--- src/rtl/mul_pipe.sv ---
// rtl/mul_pipe.sv - pipelined group multiplier: activation FIFO, double-buffered weight, stallable product pipe
module mul_pipe #(
    parameter int GROUP_SIZE             = 8,
    parameter int DATA_WIDTH             = 8,
    parameter int WEIGHT_WIDTH           = 8,
    parameter int PIPE_STAGES            = 2,
    parameter int FIFO_DEPTH             = 4,
    parameter int LOG_FIFO_DEPTH         = 2,
    parameter int LOG_MAX_ITERS          = 16,
    parameter int LOG_MAX_READS_PER_ITER = 16
) (
    input  logic                                         clk,
    input  logic                                         rst,
    input  logic                                         configure,
    input  logic [LOG_MAX_ITERS-1:0]                     num_iters,
    input  logic [LOG_MAX_READS_PER_ITER-1:0]            num_reads_per_iter,
    input  logic                                         signed_mode,
    input  logic [GROUP_SIZE*DATA_WIDTH-1:0]             act_data_in,
    input  logic                                         act_valid_in,
    output logic                                         act_avail_out,
    input  logic [WEIGHT_WIDTH-1:0]                      weight_data_in,
    input  logic                                         weight_valid_in,
    output logic                                         weight_avail_out,
    output logic [GROUP_SIZE*(DATA_WIDTH+WEIGHT_WIDTH)-1:0] data_out,
    output logic                                         valid_out,
    input  logic                                         avail_in,
    output logic                                         busy,
    output logic                                         done,
    output logic                                         overflow_err
);

    localparam int PW = DATA_WIDTH + WEIGHT_WIDTH;
    localparam int GW = GROUP_SIZE * DATA_WIDTH;
    localparam int OW = GROUP_SIZE * PW;
    localparam int CW = LOG_FIFO_DEPTH + 1;
    localparam logic [CW-1:0] FULL_CNT  = CW'(FIFO_DEPTH);
    localparam logic [CW-1:0] AVAIL_MAX = CW'(FIFO_DEPTH - 2);

    typedef enum logic [1:0] {
        S_IDLE,
        S_LOAD_W,
        S_RUN,
        S_DRAIN
    } state_t;

    state_t state, state_nx;
    logic   done_nx;

    // activation fifo
    logic [GW-1:0]             fifo_mem [FIFO_DEPTH];
    logic [LOG_FIFO_DEPTH-1:0] wr_ptr, rd_ptr;
    logic [CW-1:0]             fifo_cnt;
    logic                      fifo_full, fifo_empty, act_wr;
    logic [GW-1:0]             fifo_head;

    // weight buffer
    logic [WEIGHT_WIDTH-1:0]   cur_w, next_w;
    logic                      next_valid, w_load, w_wr;

    // run control
    logic [LOG_MAX_ITERS-1:0]          iters_left;
    logic [LOG_MAX_READS_PER_ITER-1:0] reads_left, reads_cfg;
    logic                              sgn;
    logic                              cfg_zero;

    // product pipeline
    logic [PIPE_STAGES-1:0]         stage_valid;
    logic [PIPE_STAGES-1:0][OW-1:0] stage_data;
    logic                           pipe_adv, fire;
    logic [PW-1:0]                  w_ext;
    logic [PW-1:0]                  act_ext [GROUP_SIZE];
    logic [OW-1:0]                  prod;

    assign fifo_full     = (fifo_cnt == FULL_CNT);
    assign fifo_empty    = (fifo_cnt == '0);
    assign act_wr        = act_valid_in & ~fifo_full;
    assign act_avail_out = (fifo_cnt <= AVAIL_MAX);
    assign fifo_head     = fifo_mem[rd_ptr];

    assign pipe_adv = ~stage_valid[PIPE_STAGES-1] | avail_in;
    assign fire     = (state == S_RUN) & ~fifo_empty & pipe_adv;

    // A write landing in the same cycle the next slot is consumed refills it.
    assign w_load           = (state == S_LOAD_W) & next_valid;
    assign w_wr             = weight_valid_in & (~next_valid | w_load);
    assign weight_avail_out = ~next_valid;

    assign cfg_zero = (num_iters == '0) | (num_reads_per_iter == '0);

    always_ff @(posedge clk) begin
        if (act_wr) begin
            fifo_mem[wr_ptr] <= act_data_in;
        end
    end

    always_ff @(posedge clk or negedge rst) begin
        if (!rst) begin
            wr_ptr   <= '0;
            rd_ptr   <= '0;
            fifo_cnt <= '0;
        end else begin
            if (act_wr) begin
                wr_ptr <= wr_ptr + 1'b1;
            end
            if (fire) begin
                rd_ptr <= rd_ptr + 1'b1;
            end
            case ({act_wr, fire})
                2'b10:   fifo_cnt <= fifo_cnt + 1'b1;
                2'b01:   fifo_cnt <= fifo_cnt - 1'b1;
                default: fifo_cnt <= fifo_cnt;
            endcase
        end
    end

    always_ff @(posedge clk or negedge rst) begin
        if (!rst) begin
            cur_w        <= '0;
            next_w       <= '0;
            next_valid   <= 1'b0;
            overflow_err <= 1'b0;
        end else begin
            if (w_load) begin
                cur_w <= next_w;
            end
            if (w_wr) begin
                next_w     <= weight_data_in;
                next_valid <= 1'b1;
            end else if (w_load) begin
                next_valid <= 1'b0;
            end
            if ((act_valid_in & fifo_full) | (weight_valid_in & next_valid & ~w_load)) begin
                overflow_err <= 1'b1;
            end
        end
    end

    always_comb begin
        state_nx = state;
        done_nx  = 1'b0;
        case (state)
            S_IDLE: begin
                if (configure) begin
                    if (cfg_zero) begin
                        done_nx = 1'b1;
                    end else begin
                        state_nx = S_LOAD_W;
                    end
                end
            end
            S_LOAD_W: begin
                if (next_valid) begin
                    state_nx = S_RUN;
                end
            end
            S_RUN: begin
                if (fire && reads_left == LOG_MAX_READS_PER_ITER'(1)) begin
                    state_nx = (iters_left == LOG_MAX_ITERS'(1)) ? S_DRAIN : S_LOAD_W;
                end
            end
            S_DRAIN: begin
                if (stage_valid == '0) begin
                    state_nx = S_IDLE;
                    done_nx  = 1'b1;
                end
            end
            default: state_nx = S_IDLE;
        endcase
    end

    always_ff @(posedge clk or negedge rst) begin
        if (!rst) begin
            state      <= S_IDLE;
            done       <= 1'b0;
            iters_left <= '0;
            reads_left <= '0;
            reads_cfg  <= '0;
            sgn        <= 1'b0;
        end else begin
            state <= state_nx;
            done  <= done_nx;
            case (state)
                S_IDLE: begin
                    if (configure && !cfg_zero) begin
                        iters_left <= num_iters;
                        reads_cfg  <= num_reads_per_iter;
                        sgn        <= signed_mode;
                    end
                end
                S_LOAD_W: begin
                    if (next_valid) begin
                        reads_left <= reads_cfg;
                    end
                end
                S_RUN: begin
                    if (fire) begin
                        if (reads_left == LOG_MAX_READS_PER_ITER'(1)) begin
                            if (iters_left != LOG_MAX_ITERS'(1)) begin
                                iters_left <= iters_left - 1'b1;
                            end
                        end else begin
                            reads_left <= reads_left - 1'b1;
                        end
                    end
                end
                default: ;
            endcase
        end
    end

    // Operands widened to PW bits; the low PW bits of the product are exact in both modes.
    always_comb begin
        w_ext = sgn ? {{DATA_WIDTH{cur_w[WEIGHT_WIDTH-1]}}, cur_w}
                    : {{DATA_WIDTH{1'b0}}, cur_w};
        prod  = '0;
        for (int i = 0; i < GROUP_SIZE; i++) begin
            act_ext[i] = sgn ? {{WEIGHT_WIDTH{fifo_head[i*DATA_WIDTH+DATA_WIDTH-1]}}, fifo_head[i*DATA_WIDTH +: DATA_WIDTH]}
                             : {{WEIGHT_WIDTH{1'b0}}, fifo_head[i*DATA_WIDTH +: DATA_WIDTH]};
            prod[i*PW +: PW] = act_ext[i] * w_ext;
        end
    end

    always_ff @(posedge clk or negedge rst) begin
        if (!rst) begin
            stage_valid <= '0;
            stage_data  <= '0;
        end else if (pipe_adv) begin
            stage_valid[0] <= fire;
            if (fire) begin
                stage_data[0] <= prod;
            end
            for (int i = 1; i < PIPE_STAGES; i++) begin
                stage_valid[i] <= stage_valid[i-1];
                stage_data[i]  <= stage_data[i-1];
            end
        end
    end

    assign valid_out = stage_valid[PIPE_STAGES-1];
    assign data_out  = stage_data[PIPE_STAGES-1];
    assign busy      = (state != S_IDLE);

endmodule

--- config.mk ---
export PLATFORM = sky130hd
export DESIGN_NAME = mul_pipe
export DESIGN_NICKNAME = d
export VERILOG_FILES = /design/src/rtl/mul_pipe.sv
export SDC_FILE = /design/constraint.sdc
export NUM_CORES = 2
export LEC_CHECK = 0
export CORE_MARGIN = 4
export CORE_UTILIZATION = 60
export DETAILED_ROUTE_END_ITERATION = 7
export DONT_BUFFER_PORTS = 1
export GPL_TIMING_DRIVEN = 0
export PLACE_DENSITY = 0.82
export SYNTH_ARGS = -nofsm -noshare
export SYNTH_HDL_FRONTEND = slang
export SYNTH_SLANG_ARGS = --single-unit
--- constraint.sdc ---
create_clock -name clk -period 8.1 [get_ports clk]
set_clock_uncertainty 0.1 [all_clocks]
set_input_delay 2.43 -clock clk [delete_from_list [all_inputs] [get_ports clk]]
set_output_delay 2.43 -clock clk [all_outputs]
set_load 0.03 [all_outputs]
### Word level (Yosys, flattened, before mapping)

Memory sizes are Yosys's and may differ from the RTL's.
Index checks and enable logic that the tools add are counted.

| word-level totals | value |
|---|---|
| output and inout port bits | 134 |
| bits in registers | 335 |
| input port bits | 111 |
| memory bits (writable) | 256 |
| memories kept | 1 |
| word-level logic and storage cells | 120 |

Memory list:

| name | words | bits a word | rd ports | clocked after memory_dff | write ports | RTL line | text |
|---|---|---|---|---|---|---|---|
| fifo_mem | 4 | 64 | 1 | 0 | 1 | 50 | `logic [GW-1:0] fifo_mem [FIFO_DEPTH];` |

| operators by class | value |
|---|---|
| $lt $le $gt $ge | 1 |
| multiply operators | 8 |
| add/subtract/negate cells | 6 |
| reductions and logical operators | 18 |
| mux-type cells | 34 |
| eq/ne operators | 19 |
| bitwise gates (word level) | 17 |

Operator list:

| kind | count |
|---|---|
| $mux 16 | 16 |
| $mul 16x16->16 | 8 |
| $pmux 16 s2 | 2 |
| $eq 16x1->1 const B | 2 |
| $logic_not 16->1 | 2 |
| $sub 16x1->16 const B | 2 |
| $ne 16x1->1 const B | 1 |
| $ne 2x2->1 const B | 7 |
| $mux 2 | 6 |
| $reduce_and 5->1 | 2 |
| $reduce_bool 2->1 | 5 |
| $and 1x1->1 | 8 |
| $pmux 2 s4 | 1 |
| $mux 1 | 7 |
| $eq 2x2->1 const B | 3 |
| $ne 2x1->1 const B | 3 |
| $pmux 3 s2 | 1 |
| $not 1->1 | 5 |
| $add 2x1->2 const B | 2 |
| $eq 2x1->1 const B | 2 |
| $logic_not 2->1 | 2 |
| $or 1x1->1 | 4 |
| $reduce_and 2->1 | 2 |
| $reduce_and 4->1 | 1 |
| 8 further kinds | 9 |

### Logic depth before layout (Yosys ltp)

| logic depth | value |
|---|---|
| depth in word-level cells | 7 |
| mapped depth | 27 |
| depth with buffers taken out | 23 |

### Worst setup path before layout

Ideal clock, no wire load.

| timing path | value |
|---|---|
| path kind | reg2reg |
| start | register rd_ptr[0] |
| end | register stage_data[111] (netlist bit) |
| path buffers | 5 |
| setup slack | 1.560 ns |
| required time | 7.870 ns |
| data arrival time | 6.310 ns |
| clock period less this slack | 6.540 ns |
| setup time | 0.130 ns |
| cell stages (with the launch flop) | 25 |
| path through | dfrtp_1 > buf_6 > buf_12 > buf_12 > buf_2 > buf_2 > mux4_2 > and2_1 > fa_1 > inv_1 > fa_1 > inv_1 > fa_1 > fa_1 > inv_1 > fa_1 > fa_1 > inv_1 > ha_1 > and3_1 > a21oi_1 > o21ai_0 > o41ai_1 > xnor2_1 > o21ai_1 |

| between the ends | value |
|---|---|
| cells in the longest elaborated chain, start to end | 3 |

RTL lines:

| element | RTL line | text |
|---|---|---|
| start: declaration | 51 | `logic [LOG_FIFO_DEPTH-1:0] wr_ptr, rd_ptr;` |
| start signal: assignment | 106 | `rd_ptr <= rd_ptr + 1'b1;` |
| $mem_v2 4x64 | n/a |  |
| $mux 16 | 217 | `act_ext[i] = sgn ? {{WEIGHT_WIDTH{fifo_head[i*DATA_WIDTH+DATA_WIDTH-1]}}, fifo_head[i*DATA_WIDTH +: DATA_WIDTH ...` |
| $mul 16x16->16 | 219 | `prod[i*PW +: PW] = act_ext[i] * w_ext;` |
| end signal: indexed assignment | 234 | `stage_data[i] <= stage_data[i-1];` |
| end: declaration | 68 | `logic [PIPE_STAGES-1:0][OW-1:0] stage_data;` |

Every way passes these cells.
A chain may end at the register's enable or synchronous reset.

### Worst setup path in the final report

| timing path | value |
|---|---|
| start | register sgn |
| end | register stage_data[47] (netlist bit) |

| between the ends | value |
|---|---|
| cells in the longest elaborated chain, start to end | 2 |
| elaborated cells between the ends (all ways) | 3 |
| classes of those cells | 1 x mul; 2 x mux |

RTL lines:

| element | RTL line | text |
|---|---|---|
| start: declaration | 63 | `logic sgn;` |
| start signal: assignment | 187 | `sgn <= signed_mode;` |
| $mux 16, on equally long branches | 217, 213 |  |
| $mul 16x16->16 (*) | 219 |  |

Every way passes the cells marked *; elsewhere a longest branch is shown, timed or not.

==> results.md <==
* Grt met3 use at 8.19%
* Worst hold endpoint: data_out[63]$_DFFE_PN0N_
* Cell mode on critical path: fa_1
* Met1 GRT Util at about two fifths
* Data arrival, critical path at about 8400 ps
* Final Cell Area at around 56000 sq um
* Antenna violations before repair at 5
* Yosys warnings at 0
* Top_reg_cell synth: dfrtp_1
* IO Port Bufs at 0
* WL/cell at between 20 and 25 microns
* Vias/cell at roughly 5.7
* Kind of cell adding the most delay to the critical path: adder cells
* Fmax at between 0.1 and 0.15 GHz
* Worst path bufs/invs at 5
* Drt first pass iters at 5
* Initial Util at 60.8%
* Yosys cell types at 71
* Slowest stage delay, CP at ~730 ps
* TritonCTS buffer count at 60
* HPWL after DPL at between 100000 and 150000 microns
* CP max stage cell: clkbuf_1
* GPL Wtd Cong at around 0.95
* Final net count at about 6200
* Outcome: finished, final reports clean
* R2r setup slk at ~140 ps
* Final core utilization at 65.1%
* Setup_tns at 0 ps
* Congestion Overflow GR at 0
* Final slew viol count at 0
* Multi-input logic area at around 31000 sq um
* Classification of the worst setup path: reg -> reg
* CP required at approximately 8500 ps
* Fill count at between 6000 and 7000
* Core Footprint at 85700 sq um
* Antenna Violating Nets Remaining at 0
* Setup WS post-layout at 135 ps
* DR vias at 35700
* WL final at ~140000 microns
* R2R Path End: stage_data[47]$_DFFE_PN0P_
* Max_slew headroom at under 10%
* Post-synth ARST share at 56.7%
* Worst-path fanout max at 18
* Setup crit start kind: flip-flop
* Seq/Total Area, Yosys at approximately 31%
* Top Usage Layer GRT: met2
* DR DRC count at 0
* Syn Nets at 6175
* Hold depth at 2
* FF+latch count, synth at roughly 600
* Layout cells sized above 1 at 7.72%
* Overall Global Routing Usage at 31.7%
* Longest Clk Path Bufs at 3
* Synthesized cell area at between 50000 and 60000 sq um
* Die area at between 90000 and 100000 sq um
* HP Start: stage_data[63]$_DFFE_PN0P_
* Crit-path cells: and2_2 -> clkbuf_1 -> clkbuf_1 -> and2_1 -> inv_1 -> fa_1 -> inv_1 -> fa_1 -> inv_1 -> fa_1 -> fa_1 -> fa_1 -> fa_1 -> xor2_1 -> xnor2_1 -> xnor2_2 -> xnor3_1 -> xnor2_1 -> xnor2_1 -> o21ai_1
* Register area at around 16000 sq um
* Tcrit/Tclk final at 98.3%
* Syn Inst Count at 5043
* First-pass GRT wire length at ~220000 microns
* CTS H-tree depth at 2
* Worst Setup End Kind: flip-flop
* Clock latency on the worst-skew pair at 690 ps
* Area delta synth->final at 7.06%
* Final Hold Vio Count at 0
* RSZ-0062 raised after global routing: no
* Crit path time final at between 7000 and 8000 ps
* FP Rows at approximately 110
* Clock sink count at about 590
* Reg2reg start: sgn$_DFFE_PN0P_
* IO Count at ~250
* Area after DPL at 53700 sq um
* Finish-stage setup viols at 0
* CTS root buf: clkbuf_16
* Vias in the first global route at about 38000
* Number of flops mapped to enable cells by yosys at ~260
* Max-cap viol count at 0
* Clock Pin Slew Worst Setup and Hold Paths at about 60 ps
* Tightest Hold Check Type: reg -> reg
* CTS tree: built
* Hold-fix buffers at CTS at 0
* Pre-CTS WS at -835 ps
* Pin count of the biggest net entering global routing at 336
* Syn_area_per_cell at ~10 sq um
* Die Height at between 300 and 400 microns
* Met2 GRT Util at 50.9%
* Tightest Pin Transition at approximately 1400 ps
* Die Wd at roughly 300 microns
* Initial DRC Count at ~3200
* Worst r2r path cells at 20
==> how the worst max path moves through the flow <==
stage / from / endpoint / slack (ps) / cells past startpoint
CTS: rd_ptr[1]$_DFFE_PN0P_ / stage_data[47]$_DFFE_PN0P_ / 90 / 20
floorplan: rd_ptr[0]$_DFFE_PN0P_ / stage_data[111]$_DFFE_PN0P_ / 1560 / 24
global route: sgn$_DFFE_PN0P_ / stage_data[31]$_DFFE_PN0P_ / 30 / 23
detailed placement: sgn$_DFFE_PN0P_ / stage_data[47]$_DFFE_PN0P_ / -830 / 24
finish: sgn$_DFFE_PN0P_ / stage_data[47]$_DFFE_PN0P_ / 140 / 20
global placement: sgn$_DFFE_PN0P_ / stage_data[47]$_DFFE_PN0P_ / -710 / 21
==> layout by cell type (no fill, tap or decap), types with 11 or more instances in the layout <==
| cell type | Yosys | final |
|---|---|---|
| a211oi_1 | 16 | 16 |
| a21o_1 | 35 | 35 |
| a21oi_1 | 70 | 70 |
| and2_1 | 424 | 420 |
| and3_1 | 24 | 24 |
| buf_2 | 11 | 11 |
| buf_4 | 128 | 129 |
| clkbuf_1 | 138 | 143 |
| clkbuf_16 | 0 | 60 |
| clkinv_2 | 0 | 12 |
| dfrtp_1 | 335 | 335 |
| edfxtp_1 | 256 | 256 |
| fa_1 | 601 | 601 |
| ha_1 | 420 | 420 |
| inv_1 | 952 | 952 |
| mux2_2 | 39 | 39 |
| mux4_2 | 62 | 62 |
| nand2_1 | 763 | 763 |
| nand3_1 | 41 | 41 |
| nor2_1 | 76 | 76 |
| nor2b_1 | 16 | 16 |
| nor3_1 | 47 | 47 |
| nor4_1 | 13 | 13 |
| o211ai_1 | 11 | 11 |
| o21ai_0 | 118 | 118 |
| o22ai_1 | 21 | 21 |
| o31ai_1 | 17 | 17 |
| or3_1 | 17 | 17 |
| xnor2_1 | 170 | 170 |
| xor2_1 | 58 | 58 |
==> Yosys cell counts, types with 8 or more instances <==
| library cell | number | area (sq um) |
|---|---|---|
| a2111oi_0 | 8 | 70.1 |
| inv_1 | 952 | 3570 |
| o22ai_1 | 21 | 131 |
| nand3_1 | 41 | 205 |
| buf_2 | 11 | 55.1 |
| nand2_1 | 763 | 2860 |
| xnor3_1 | 8 | 180 |
| xnor2_1 | 170 | 1490 |
| nor3_1 | 47 | 235 |
| or3_1 | 17 | 106 |
| and2_2 | 9 | 67.6 |
| o31ai_1 | 17 | 128 |
| or2_2 | 9 | 56.3 |
| a211oi_1 | 16 | 120 |
| buf_4 | 128 | 961 |
| o21ai_1 | 8 | 40.0 |
| a31oi_1 | 8 | 50.1 |
| buf_1 | 10 | 37.5 |
| mux4_2 | 62 | 1400 |
| fa_1 | 601 | 12000 |
| a21o_1 | 35 | 263 |
| xor2_1 | 58 | 508 |
| nor2b_1 | 16 | 100 |
| o211ai_1 | 11 | 82.6 |
| clkbuf_1 | 138 | 518 |
| edfxtp_1 | 256 | 7690 |
| and3_1 | 24 | 150 |
| dfrtp_1 | 335 | 8380 |
| ha_1 | 420 | 5260 |
| and2_1 | 424 | 2650 |
| a21oi_1 | 70 | 350 |
| mux2_2 | 39 | 439 |
| a22o_1 | 9 | 78.8 |
| nor2_1 | 76 | 285 |
| nand2b_1 | 10 | 62.6 |
| o21a_1 | 10 | 75.1 |
| o21ai_0 | 118 | 591 |
| nor4_1 | 13 | 81.3 |
==> metrics by stage <==
step           hold slack, ps  cells
3_5_place_dp              356   6192
4_1_cts                   369   6302
2_1_floorplan             340   5043
5_1_grt                   382   6302
3_3_place_gp              352   6187
6_report                  367   6311
==> metal layers <==
layer,vias to the layer above,routed length [microns],part of all wire (%)
li1,15800,-,-
met1,17800,54100,39
met2,1703,65000,46
met3,348,14900,11
met4,6,6320,4.5
met5,-,51,0.036
==> area by class of cell <==
class	instances	area share [%]
repair buffers	5	0.211
clock inverters	35	0.776
well taps	1144	2.57
inverters	953	6.42
multi-input cells	3207	55.3
plain buffers	290	2.96
diodes	9	0.0404
flip-flops and latches	591	28.8
clock buffers	77	2.95
==> tightest hold or removal path: cells and delay by family, from the launching register on <==
family	cells	cell delay, ps
AND/OR/NAND/NOR	2	100
flip-flops	1	340
==> logic make-up after synthesis <==
| logic type | count (synthesis) | synth area share [%] |
|---|---|---|
| adder cells (fa/ha/maj) | 1021 | 33.2 |
| XOR/XNOR | 238 | 4.24 |
| multiplexers | 109 | 3.72 |
| AND/OR/NAND/NOR | 1480 | 13.7 |
| buffers and inverters | 1245 | 10.0 |
| AO/OA/AOI/OAI | 359 | 4.30 |
| flip-flops | 591 | 30.9 |
==> flip-flops by register name, indices dropped and copies added, names as in the netlist, 3 cells and up <==
| name | count |
|---|---|
| iters_left | 16 |
| data_out | 128 |
| fifo_cnt | 3 |
| cur_w | 8 |
| reads_left | 16 |
| fifo_mem | 256 |
| reads_cfg | 16 |
| next_w | 8 |
| stage_data | 128 |
==> timing repair <==
action	4_1_cts	5_1_grt
setup buffers	0	0
gates resized for setup	3	4
pin swaps	0	0
endpoints found under the setup margin	33	4
hold endpoints to repair	0	0
cloned	0	0
Power is left out: the tool's default activity adds up to more than one toggle a clock period on the data nets, which glitch-free logic cannot reach.
